## src/rtl/rv32_ctrl_pkg.sv

```systemverilog
// Shared control encodings for the RV32I sequencers: opcodes, FSM states, ALU/PC/writeback selects.
// Pure declarations; no timing or handshake behaviour of its own.
package rv32_ctrl_pkg;

    localparam logic [6:0] OPC_LUI    = 7'b0110111;
    localparam logic [6:0] OPC_AUIPC  = 7'b0010111;
    localparam logic [6:0] OPC_JAL    = 7'b1101111;
    localparam logic [6:0] OPC_JALR   = 7'b1100111;
    localparam logic [6:0] OPC_OPIMM  = 7'b0010011;
    localparam logic [6:0] OPC_OP     = 7'b0110011;
    localparam logic [6:0] OPC_LOAD   = 7'b0000011;
    localparam logic [6:0] OPC_STORE  = 7'b0100011;
    localparam logic [6:0] OPC_BRANCH = 7'b1100011;

    typedef enum logic [2:0] {
        ST_IDLE   = 3'd0,
        ST_FETCH  = 3'd1,
        ST_DECODE = 3'd2,
        ST_EXEC   = 3'd3,
        ST_MEM    = 3'd4,
        ST_WB     = 3'd5,
        ST_HALT   = 3'd6
    } mc_state_t;

    typedef enum logic [1:0] {
        ALU_PASS_B = 2'b00,
        ALU_SUB    = 2'b01,
        ALU_ADD    = 2'b10,
        ALU_FUNCT  = 2'b11
    } alu_op_t;

    typedef enum logic [1:0] {
        PC_PLUS4 = 2'b00,
        PC_REL   = 2'b01,
        PC_JALR  = 2'b10
    } pc_src_t;

    typedef enum logic [1:0] {
        WB_ALU  = 2'b00,
        WB_MEM  = 2'b01,
        WB_LINK = 2'b10,
        WB_IMM  = 2'b11
    } wb_sel_t;

    function automatic logic is_legal_opcode(input logic [6:0] op);
        logic legal;
        legal = 1'b0;
        case (op)
            OPC_LUI, OPC_AUIPC, OPC_JAL, OPC_JALR, OPC_OPIMM,
            OPC_OP, OPC_LOAD, OPC_STORE, OPC_BRANCH: legal = 1'b1;
            default: legal = 1'b0;
        endcase
        return legal;
    endfunction

endpackage

```

## src/rtl/mc_wait_timer.sv

```systemverilog
// Counts cycles a memory request stays pending; flags timeout combinationally on the last allowed cycle.
// A ready in the timeout cycle suppresses the flag, so a late completion is never reported as an error.
module mc_wait_timer #(
    parameter int MEM_TIMEOUT = 16,
    parameter int CNT_W       = 8
) (
    input  logic clk_i,
    input  logic rst_ni,
    input  logic clr_i,
    input  logic req_i,
    input  logic ready_i,
    output logic timeout_o
);

    localparam logic [CNT_W-1:0] LIMIT = CNT_W'(MEM_TIMEOUT - 1);

    logic [CNT_W-1:0] cnt_q, cnt_d;

    always_comb begin
        cnt_d = cnt_q;
        if (clr_i || ready_i || !req_i) begin
            cnt_d = '0;
        end else if (cnt_q != LIMIT) begin
            cnt_d = cnt_q + CNT_W'(1);
        end
    end

    always_ff @(posedge clk_i or negedge rst_ni) begin
        if (!rst_ni) begin
            cnt_q <= '0;
        end else begin
            cnt_q <= cnt_d;
        end
    end

    assign timeout_o = req_i && !ready_i && (cnt_q == LIMIT);

endmodule

```

## src/rtl/mc_control_fsm.sv

```systemverilog
// Multi-cycle RV32I sequencer: FETCH/DECODE/EXEC/MEM/WB over one shared memory port, outputs Mealy on state/op_q/inputs.
// Stalls in FETCH/MEM until mem_ready; halts (sticky) on illegal opcode or memory timeout.
module mc_control_fsm
    import rv32_ctrl_pkg::*;
#(
    parameter int MEM_TIMEOUT = 16,
    parameter int CNT_W       = 8
) (
    input  logic       clk,
    input  logic       rst_n,
    input  logic [6:0] opcode,
    input  logic       mem_ready,
    input  logic       branch_taken,
    output logic       mem_req,
    output logic       mem_we,
    output logic       iord,
    output logic       ir_write,
    output logic       pc_write,
    output logic [1:0] pc_src,
    output logic [1:0] alu_op,
    output logic       alu_src,
    output logic       reg_write,
    output logic [1:0] mem_out_sel,
    output logic       retire,
    output logic       halted,
    output logic       bus_err,
    output logic [2:0] state
);

    mc_state_t  state_q, state_d;
    logic [6:0] op_q;
    logic       bus_err_q, bus_err_d;
    logic       timeout;
    logic       cnt_clr;

    // Restart the wait count whenever a new request phase begins.
    assign cnt_clr = (state_d != state_q) && ((state_d == ST_FETCH) || (state_d == ST_MEM));

    mc_wait_timer #(
        .MEM_TIMEOUT(MEM_TIMEOUT),
        .CNT_W      (CNT_W)
    ) u_wait_timer (
        .clk_i    (clk),
        .rst_ni   (rst_n),
        .clr_i    (cnt_clr),
        .req_i    (mem_req),
        .ready_i  (mem_ready),
        .timeout_o(timeout)
    );

    always_ff @(posedge clk or negedge rst_n) begin
        if (!rst_n) begin
            state_q   <= ST_IDLE;
            op_q      <= '0;
            bus_err_q <= 1'b0;
        end else begin
            state_q   <= state_d;
            bus_err_q <= bus_err_d;
            if (state_q == ST_DECODE) begin
                op_q <= opcode;
            end
        end
    end

    always_comb begin
        state_d     = state_q;
        bus_err_d   = bus_err_q;
        mem_req     = 1'b0;
        mem_we      = 1'b0;
        iord        = 1'b0;
        ir_write    = 1'b0;
        pc_write    = 1'b0;
        pc_src      = PC_PLUS4;
        alu_op      = ALU_PASS_B;
        alu_src     = 1'b0;
        reg_write   = 1'b0;
        mem_out_sel = WB_ALU;
        retire      = 1'b0;
        halted      = 1'b0;

        case (state_q)
            ST_IDLE: state_d = ST_FETCH;

            ST_FETCH: begin
                mem_req = 1'b1;
                if (mem_ready) begin
                    ir_write = 1'b1;
                    pc_write = 1'b1;
                    pc_src   = PC_PLUS4;
                    state_d  = ST_DECODE;
                end else if (timeout) begin
                    state_d   = ST_HALT;
                    bus_err_d = 1'b1;
                end
            end

            ST_DECODE: state_d = is_legal_opcode(opcode) ? ST_EXEC : ST_HALT;

            ST_EXEC: begin
                case (op_q)
                    OPC_OP: begin
                        alu_op  = ALU_FUNCT;
                        state_d = ST_WB;
                    end
                    OPC_OPIMM: begin
                        alu_op  = ALU_FUNCT;
                        alu_src = 1'b1;
                        state_d = ST_WB;
                    end
                    OPC_LOAD, OPC_STORE: begin
                        alu_op  = ALU_ADD;
                        alu_src = 1'b1;
                        state_d = ST_MEM;
                    end
                    OPC_AUIPC, OPC_JAL, OPC_JALR: begin
                        alu_op  = ALU_ADD;
                        alu_src = 1'b1;
                        state_d = ST_WB;
                    end
                    OPC_LUI: state_d = ST_WB;
                    OPC_BRANCH: begin
                        alu_op = ALU_SUB;
                        retire = 1'b1;
                        if (branch_taken) begin
                            pc_write = 1'b1;
                            pc_src   = PC_REL;
                        end
                        state_d = ST_FETCH;
                    end
                    default: state_d = ST_HALT;
                endcase
            end

            ST_MEM: begin
                mem_req = 1'b1;
                iord    = 1'b1;
                mem_we  = (op_q == OPC_STORE);
                if (mem_ready) begin
                    if (op_q == OPC_STORE) begin
                        retire  = 1'b1;
                        state_d = ST_FETCH;
                    end else begin
                        state_d = ST_WB;
                    end
                end else if (timeout) begin
                    state_d   = ST_HALT;
                    bus_err_d = 1'b1;
                end
            end

            ST_WB: begin
                reg_write = 1'b1;
                retire    = 1'b1;
                state_d   = ST_FETCH;
                case (op_q)
                    OPC_LOAD: mem_out_sel = WB_MEM;
                    OPC_LUI:  mem_out_sel = WB_IMM;
                    OPC_JAL: begin
                        mem_out_sel = WB_LINK;
                        pc_write    = 1'b1;
                        pc_src      = PC_REL;
                    end
                    OPC_JALR: begin
                        mem_out_sel = WB_LINK;
                        pc_write    = 1'b1;
                        pc_src      = PC_JALR;
                    end
                    default: mem_out_sel = WB_ALU;
                endcase
            end

            ST_HALT: halted = 1'b1;

            default: state_d = ST_HALT;
        endcase
    end

    assign bus_err = bus_err_q;
    assign state   = state_q;

endmodule

```

## config.mk

```make
export PLATFORM = sky130hd
export DESIGN_NAME = mc_control_fsm
export DESIGN_NICKNAME = d
export VERILOG_FILES = /design/src/rtl/rv32_ctrl_pkg.sv /design/src/rtl/mc_wait_timer.sv /design/src/rtl/mc_control_fsm.sv
export SDC_FILE = /design/constraint.sdc
export NUM_CORES = 1
export LEC_CHECK = 0
export ABC_AREA = 1
export BUFFER_PORTS_ARGS = -buffer_cell sky130_fd_sc_hd__buf_2
export CORE_ASPECT_RATIO = 0.75
export CORE_MARGIN = 2
export CORE_UTILIZATION = 38
export CTS_CLUSTER_DIAMETER = 50
export DETAILED_ROUTE_END_ITERATION = 7
export PLACE_DENSITY = 0.67
export SYNTH_ARGS = -nofsm -noshare
export SYNTH_HDL_FRONTEND = slang
export SYNTH_HIERARCHICAL = 1
export SYNTH_SLANG_ARGS = --single-unit
```

## constraint.sdc

```tcl
create_clock -name clk -period 3.2 [get_ports clk]
set_input_delay 0.16 -clock clk [delete_from_list [all_inputs] [get_ports clk]]
set_output_delay 0.16 -clock clk [all_outputs]
set_load 0.005 [all_outputs]
```

==> results of run 1 <==
-- power by group --
part           total [mW]  switching, mW  internal [mW]
sequential          0.240              0          0.240
clock               0.167         0.0786         0.0885
combinational      0.0197         0.0128        0.00695
-- cells in the mapped netlist (all sizes together) --
| cell | n | share of area [%] |
|---|---|---|
| a21boi | 1 | 0.53 |
| a21oi | 7 | 2.5 |
| a31o | 1 | 0.62 |
| buf | 1 | 0.53 |
| clkbuf | 1 | 0.27 |
| clkinv | 1 | 0.27 |
| dfrtp | 19 | 34 |
| ha | 1 | 0.89 |
| inv | 30 | 8.0 |
| nand2 | 78 | 23 |
| nand3 | 25 | 9.6 |
| nand4 | 3 | 1.3 |
| nor2 | 31 | 10 |
| nor3 | 2 | 1.4 |
| nor4 | 2 | 0.89 |
| o211ai | 1 | 0.53 |
| o21ai | 10 | 3.8 |
| or2 | 1 | 0.45 |
| or3 | 1 | 0.45 |
| xor2 | 1 | 0.62 |
-- worst paths after layout --
path | from | endpoint | slack, ns | depth (start not counted)
min in group asynchronous | rst_n | op_q[0]$_DFFE_PN0P_ | 0.38 | 2
hold reg to reg | bus_err$_DFFE_PN0P_ | bus_err$_DFFE_PN0P_ | 0.48 | 1
setup reg to reg | state[1]$_DFF_PN0_ | u_wait_timer/cnt_q[3]$_DFFE_PN0P_ | 0.38 | 17
max in group asynchronous | rst_n | state[0]$_DFF_PN0_ | 2.52 | 2
hold / removal | opcode[1] | op_q[1]$_DFFE_PN0P_ | 0.12 | 3
setup / recovery | state[1]$_DFF_PN0_ | u_wait_timer/cnt_q[3]$_DFFE_PN0P_ | 0.38 | 17
-- final cells by class --
type / count / area [um^2] / area share [%]
multi-input combinational: 165 / 802.0 / 48.12
sequential: 19 / 475.5 / 28.53
timing repair buffer: 31 / 162.7 / 9.760
inverter: 31 / 116.4 / 6.982
tap: 52 / 65.06 / 3.904
clock buffer: 4 / 45.04 / 2.703
-- repair_timing --
action	CTS	global route
setup buffers	0	0
hold buffers	1	0
endpoints found under the hold margin	19	0
endpoints found under the setup margin	0	0
-- cell families (layout without fill, tap and decap cells) --
group | after synthesis | count (layout) | share of synthesized area, %
fa+ha+maj | 1 | 1 | 0.8903
compound gates | 20 | 20 | 8.014
simple gates | 143 | 143 | 47.55
flops | 19 | 19 | 33.84
xor+xnor | 1 | 1 | 0.6234
buf+inv | 33 | 66 | 9.083
-- flip-flops by register name (all words and copies together), names as in the netlist --
| name | flops |
|---|---|
| bus_err | 1 |
| op_q | 7 |
| state | 3 |
| u_wait_timer/cnt_q | 8 |
-- per-layer routing --
metal	GRT usage (%)	up-vias
li1	-	753
met1	26.21	632
met2	23.98	36
met3	4.668	4
met4	3.316	0
met5	0	-
-- critical path, cell delays in order, from the launching register on --
cell and delay [ns]:
dfrtp_1 0.49, nor2_2 0.24, nand2_2 0.11, nand2_2 0.11, inv_2 0.05, nor3_2 0.23, o21ai_0 0.15, nand2_2 0.09
nand2_2 0.06, nor2_4 0.12, nand2_1 0.06, nand2_1 0.06, nand3_1 0.06, nand2_1 0.06, inv_1 0.04, nor3_2 0.58
nand2_1 0.15, nand2_1 0.10
==> flow_summary.ini, run 1 <==
[sta]
rsz0062_at_grt = no
fin_setup_tns_ns = 0
fin_skew_ns = 0.001318
setup_viol = 0
slew_violations = 0
worst-slew-pin-transition_ns = 0.6830
period_share_pct = 88.00
final.setup.worst_slack_ns = 0.3840
hold_violations = 0
max_freq_mhz = 355.1
relSlewSlack_pct = 54.22
period_minus_slack_ns = 2.816
hold_ws_ns = 0.1175

[place]
place_hpwl_mm = 2.658
globalplace.congestion = 0.9053
pre_cts_slack_ns = 0.4144
dp_cells = 297
placed_cell_area_um2 = 1612
io_buffer_count = 29

[drt]
first_pass_iters = 4
wl_met1_mm = 1.720
ant_nets = 0
top_layer = met4
drtIter0Drc = 65
wirelength_mm = 3.254
dr_wl_met3_um = 174
drc = 0
avgRoutedWirePerCell_um = 10.77
vias = 1425
wl_met2_mm = 1.331
viasPerCell = 4.719

[power_and_ir_drop]
leakagePower_nw = 0.9026
total_power_uw = 426.9
peakVddDrop_v = 0.0001505
p_per_area_nw_per_um2 = 256.1

[cells_and_area]
antenna_cells = 0
post-route-util_pct = 46.43
area_growth_pct = 18.61
final_common_cell = nand2_1
final_cell_mix = nand2_1 (66), buf_2 (29), nor2_1 (23), nand3_1 (23), dfrtp_1 (19)
final_area_um2 = 1667
fin_cells = 302
drive_gt1_share_pct = 28.80
final_nets = 263
fillers = 372

[flow_run]
maxCapViolCount = 0

[synthesis]
ys_types = 27
yosysWarningCount = 6
syn_avg_cell_area_um2 = 6.475
postSynthCellCount = 217
synth_seq_cells = 19
synth.yosys.seq_area_share_pct = 33.84
netlist_area_um2 = 1405
syn_nets = 229

[die]
row_count = 19
start_util_pct = 39.14
die_area_um2 = 4205
core_area_um2 = 3590
die_h_um = 56.66
ioPinCount = 30
die_x_um = 74.22

[grt]
grt_overflow = 0
grt_max_degree = 20
grt_pass1_wl_mm = 5.568
antenna_found_initial = 0
track_usage_pct = 17.07
grt_pass1_vias = 1229

[hold_path]
holdCritPathClass = in2reg

[critical_path]
cp_max_fo = 11
critPathKind = reg2reg
arrival_ns = 3.01
end_kind = flip-flop
startpoint_type = flip-flop
required_ns = 3.39

[cts]
cts_inserted_buffers = 3
cts_tree = built
ctsHtreeMaxLevel = 1
clk_path_buf_depth = 2
worstSkewPairLatency_ns = 0.25
cts.clk_slew.worst_paths_ns = 0.07
cts_resized = 0
cts-root-buf = clkbuf_8
cts_sinks = 19

[outcome]
status = finished clean
Power figures use the tool's default switching activity.
==> inputs of run 2 (changes only) <==
Settings changed: ABC_AREA 1 to unset, HOLD_SLACK_MARGIN set to 0.08, PLACE_DENSITY 0.67 to 0.68.
==> run 2 against run 1 <==
  * Sequential power grew 18%
  * Cell area is 7.3% lower
  * Hold slack better by 0.033 ns
  * Routed wire length fell by 1.8%
  * Final cell count is 27% lower
  * Clock-buffer cell count down 1
  * Maximum frequency down 7.2%
  * Synthesized cell count down 31%
  * Combinational power increased to 4.0 times the previous value
  * Flip-flop and latch count stayed put
  * Worst setup slack got worse by 0.22 ns
  * Largest cell class unchanged
==> flow_summary.ini, run 2 <==
[sta]
max_freq_mhz = 329.6
period_share_pct = 94.81
slew_violations = 0
fin_skew_ns = 0.002522
worst-slew-pin-transition_ns = 0.4298
hold_violations = 0
period_minus_slack_ns = 3.034
fin_setup_tns_ns = 0
setup_viol = 0
relSlewSlack_pct = 71.34

[cts]
worstSkewPairLatency_ns = 0.25
clk_path_buf_depth = 2
cts_inserted_buffers = 3
cts-root-buf = clkbuf_8
ctsHtreeMaxLevel = 1
cts_sinks = 19
cts_tree = built
cts.clk_slew.worst_paths_ns = 0.07

[power_and_ir_drop]
peakVddDrop_v = 0.0001367
total_power_uw = 526.1
p_per_area_nw_per_um2 = 340.5
leakagePower_nw = 0.6960

[synthesis]
syn_nets = 162
synth.yosys.seq_area_share_pct = 36.40
synth_adder_area_share_pct = 0.9579
synth.area.top_cells = dfrtp_1 (36%), a21oi_1 (7.3%), nand2_1 (4.6%)
synth_xor_area_share_pct = 0
yosysWarningCount = 6
syn_avg_cell_area_um2 = 8.708
synth_top_area_cell = dfrtp_1
synth_seq_cells = 19
synth_edf_count = 0
synth_top_family_by_area = simple AND/OR/NAND/NOR gates
yosysTopAreaCellShare_pct = 36.40
synth_commonest_cells = a21oi_1 (19), dfrtp_1 (19), nand2_1 (16)
yosys.area_share.simple_pct = 34.10
synth.mux.area_fraction_pct = 5.077
netlist_area_um2 = 1306
async_flop_share_pct = 100.0
synth_compound_area_share_pct = 18.01
ys.flop_type = dfrtp_1
ys_types = 47
postSynthCellCount = 150

[die]
die_x_um = 71.70
die_area_um2 = 3927
start_util_pct = 39.73
row_count = 18
ioPinCount = 30
die_h_um = 54.78
core_area_um2 = 3288

[hold_path]
holdCritPathClass = in2reg

[cells_and_area]
antenna_cells = 0
fin_cells = 221
final_common_cell = buf_2
post-route-util_pct = 46.99
final_cell_mix = buf_2 (29), a21oi_1 (19), dfrtp_1 (17), nand2_1 (16), o21ai_0 (10)
final_nets = 194
final_area_um2 = 1545
drive_gt1_share_pct = 33.15
fillers = 322
max_flop_register = u_wait_timer/cnt_q
multi_input_area_um2 = 759.5
ff_latch_area_um2 = 478.0
area_growth_pct = 18.29
largest_reg_flops = 8

[drt]
ant_nets = 0
drtIter0Drc = 182
avgRoutedWirePerCell_um = 14.47
first_pass_iters = 4
vias = 1240
wirelength_mm = 3.197
drc = 0
viasPerCell = 5.611

[grt]
antenna_found_initial = 0
grt_max_degree = 20
grt_overflow = 0
grt_pass1_vias = 1060
track_usage_pct = 16.48
grt_pass1_wl_mm = 4.912

[critical_path]
slowest_stage = dfrtp_2
critPathLaunch = state[2]$_DFF_PN0_
startpoint_type = flip-flop
arrival_ns = 2.87
r2r_cells = 12
required_ns = 3.04
critPathKind = reg2out
end_kind = output port
worst_r2r_startpoint = state[0]$_DFF_PN0_
crit_end = pc_write
cp_max_fo = 8
ff2ff_setup_slack_ns = 0.22
timing.rr.end = u_wait_timer/cnt_q[3]$_DFFE_PN0P_
critPathMaxStageDelay_ns = 0.47
cp_cell_sequence = inv_1 > nand2_1 > a21oi_1 > and4b_2 > and2b_2 > a311oi_2 > nor3b_2 > buf_4 > nor2_4 > or3_1 > buf_2

[place]
placed_cell_area_um2 = 1479
globalplace.congestion = 1.005
dp_cells = 215
place_hpwl_mm = 2.462
io_buffer_count = 29

[outcome]
status = finished clean

[flow_run]
maxCapViolCount = 0
run 2: cell count changes in the layout (fill, tap and decap cells not counted), sizes merged, moves of 4 or more:
cell,delta
nand2,-61
nor3,+7
mux2,+5
nor2,-21
or3,+6
nand2b,+4
nand3,-17
inv,-23
a21oi,+12
run 2: area by class of cell:
cell class / instances / area share (%)
repair buffers: 34 / 11.98
clock buffers: 3 / 2.672
well taps: 40 / 3.239
clock inverters: 1 / 0.3239
flip-flops and latches: 19 / 30.93
inverters: 7 / 1.700
multi-input cells: 117 / 49.15
run 2: worst min-delay path by stage:
stage	depth (start not counted)	from	end
final	3	opcode[4]	op_q[4]$_DFFE_PN0P_
after global routing	2	opcode[1]	op_q[1]$_DFFE_PN0P_
after CTS	3	opcode[4]	op_q[4]$_DFFE_PN0P_
after detailed placement	1	rst_n	u_wait_timer/cnt_q[6]$_DFFE_PN0P_
after global placement	1	rst_n	u_wait_timer/cnt_q[4]$_DFFE_PN0P_
after floorplan	0	rst_n	bus_err$_DFFE_PN0P_
run 2: through the flow:
step	setup slack [ns]	hold WS [ns]
floorplan	0.4468	-0.1356
global route	-0.003467	0.1579
CTS	0.1043	0.1429
global placement	0.1937	0.1154
finish	0.1660	0.1509
detailed placement	0.1179	0.1288
run 2: kinds of logic after synthesis:
family / after synthesis
and+or+nand+nor: 71
adders and majority gates: 1
muxes: 6
buffers and inverters: 14
DFF: 19
AOI/OAI and AO/OA: 39
run 2: where the power goes:
group | total, mW | internal, mW | switching, mW
logic | 0.0780 | 0.0386 | 0.0394
clock network | 0.164 | 0.0864 | 0.0774
registers | 0.284 | 0.254 | 0.0301
total | 0.526 | 0.379 | 0.147
run 2: worst max-delay path: cells and delay by family (launching register included):
| kind | cells | cell delay (ns) |
|---|---|---|
| buffers and inverters | 3 | 0.46 |
| DFF | 1 | 0.47 |
| and+or+nand+nor | 6 | 1.26 |
| AOI/OAI and AO/OA | 2 | 0.42 |
run 2: layer usage:
metal	GRT usage, %	routed length (um)	vias up
met5	0	0	-
met4	9.119	55	0
met3	3.131	197	6
met2	23.77	1469	43
met1	23.31	1474	584
li1	-	-	607
run 2: what timing repair did:
| item | in CTS | in global routing |
|---|---|---|
| setup buffers | 0 | 1 |
| endpoints found under the setup margin | 0 | 9 |
| hold buffers | 1 | 0 |
| hold endpoints to repair | 19 | 0 |
| resized for setup | 0 | 2 |
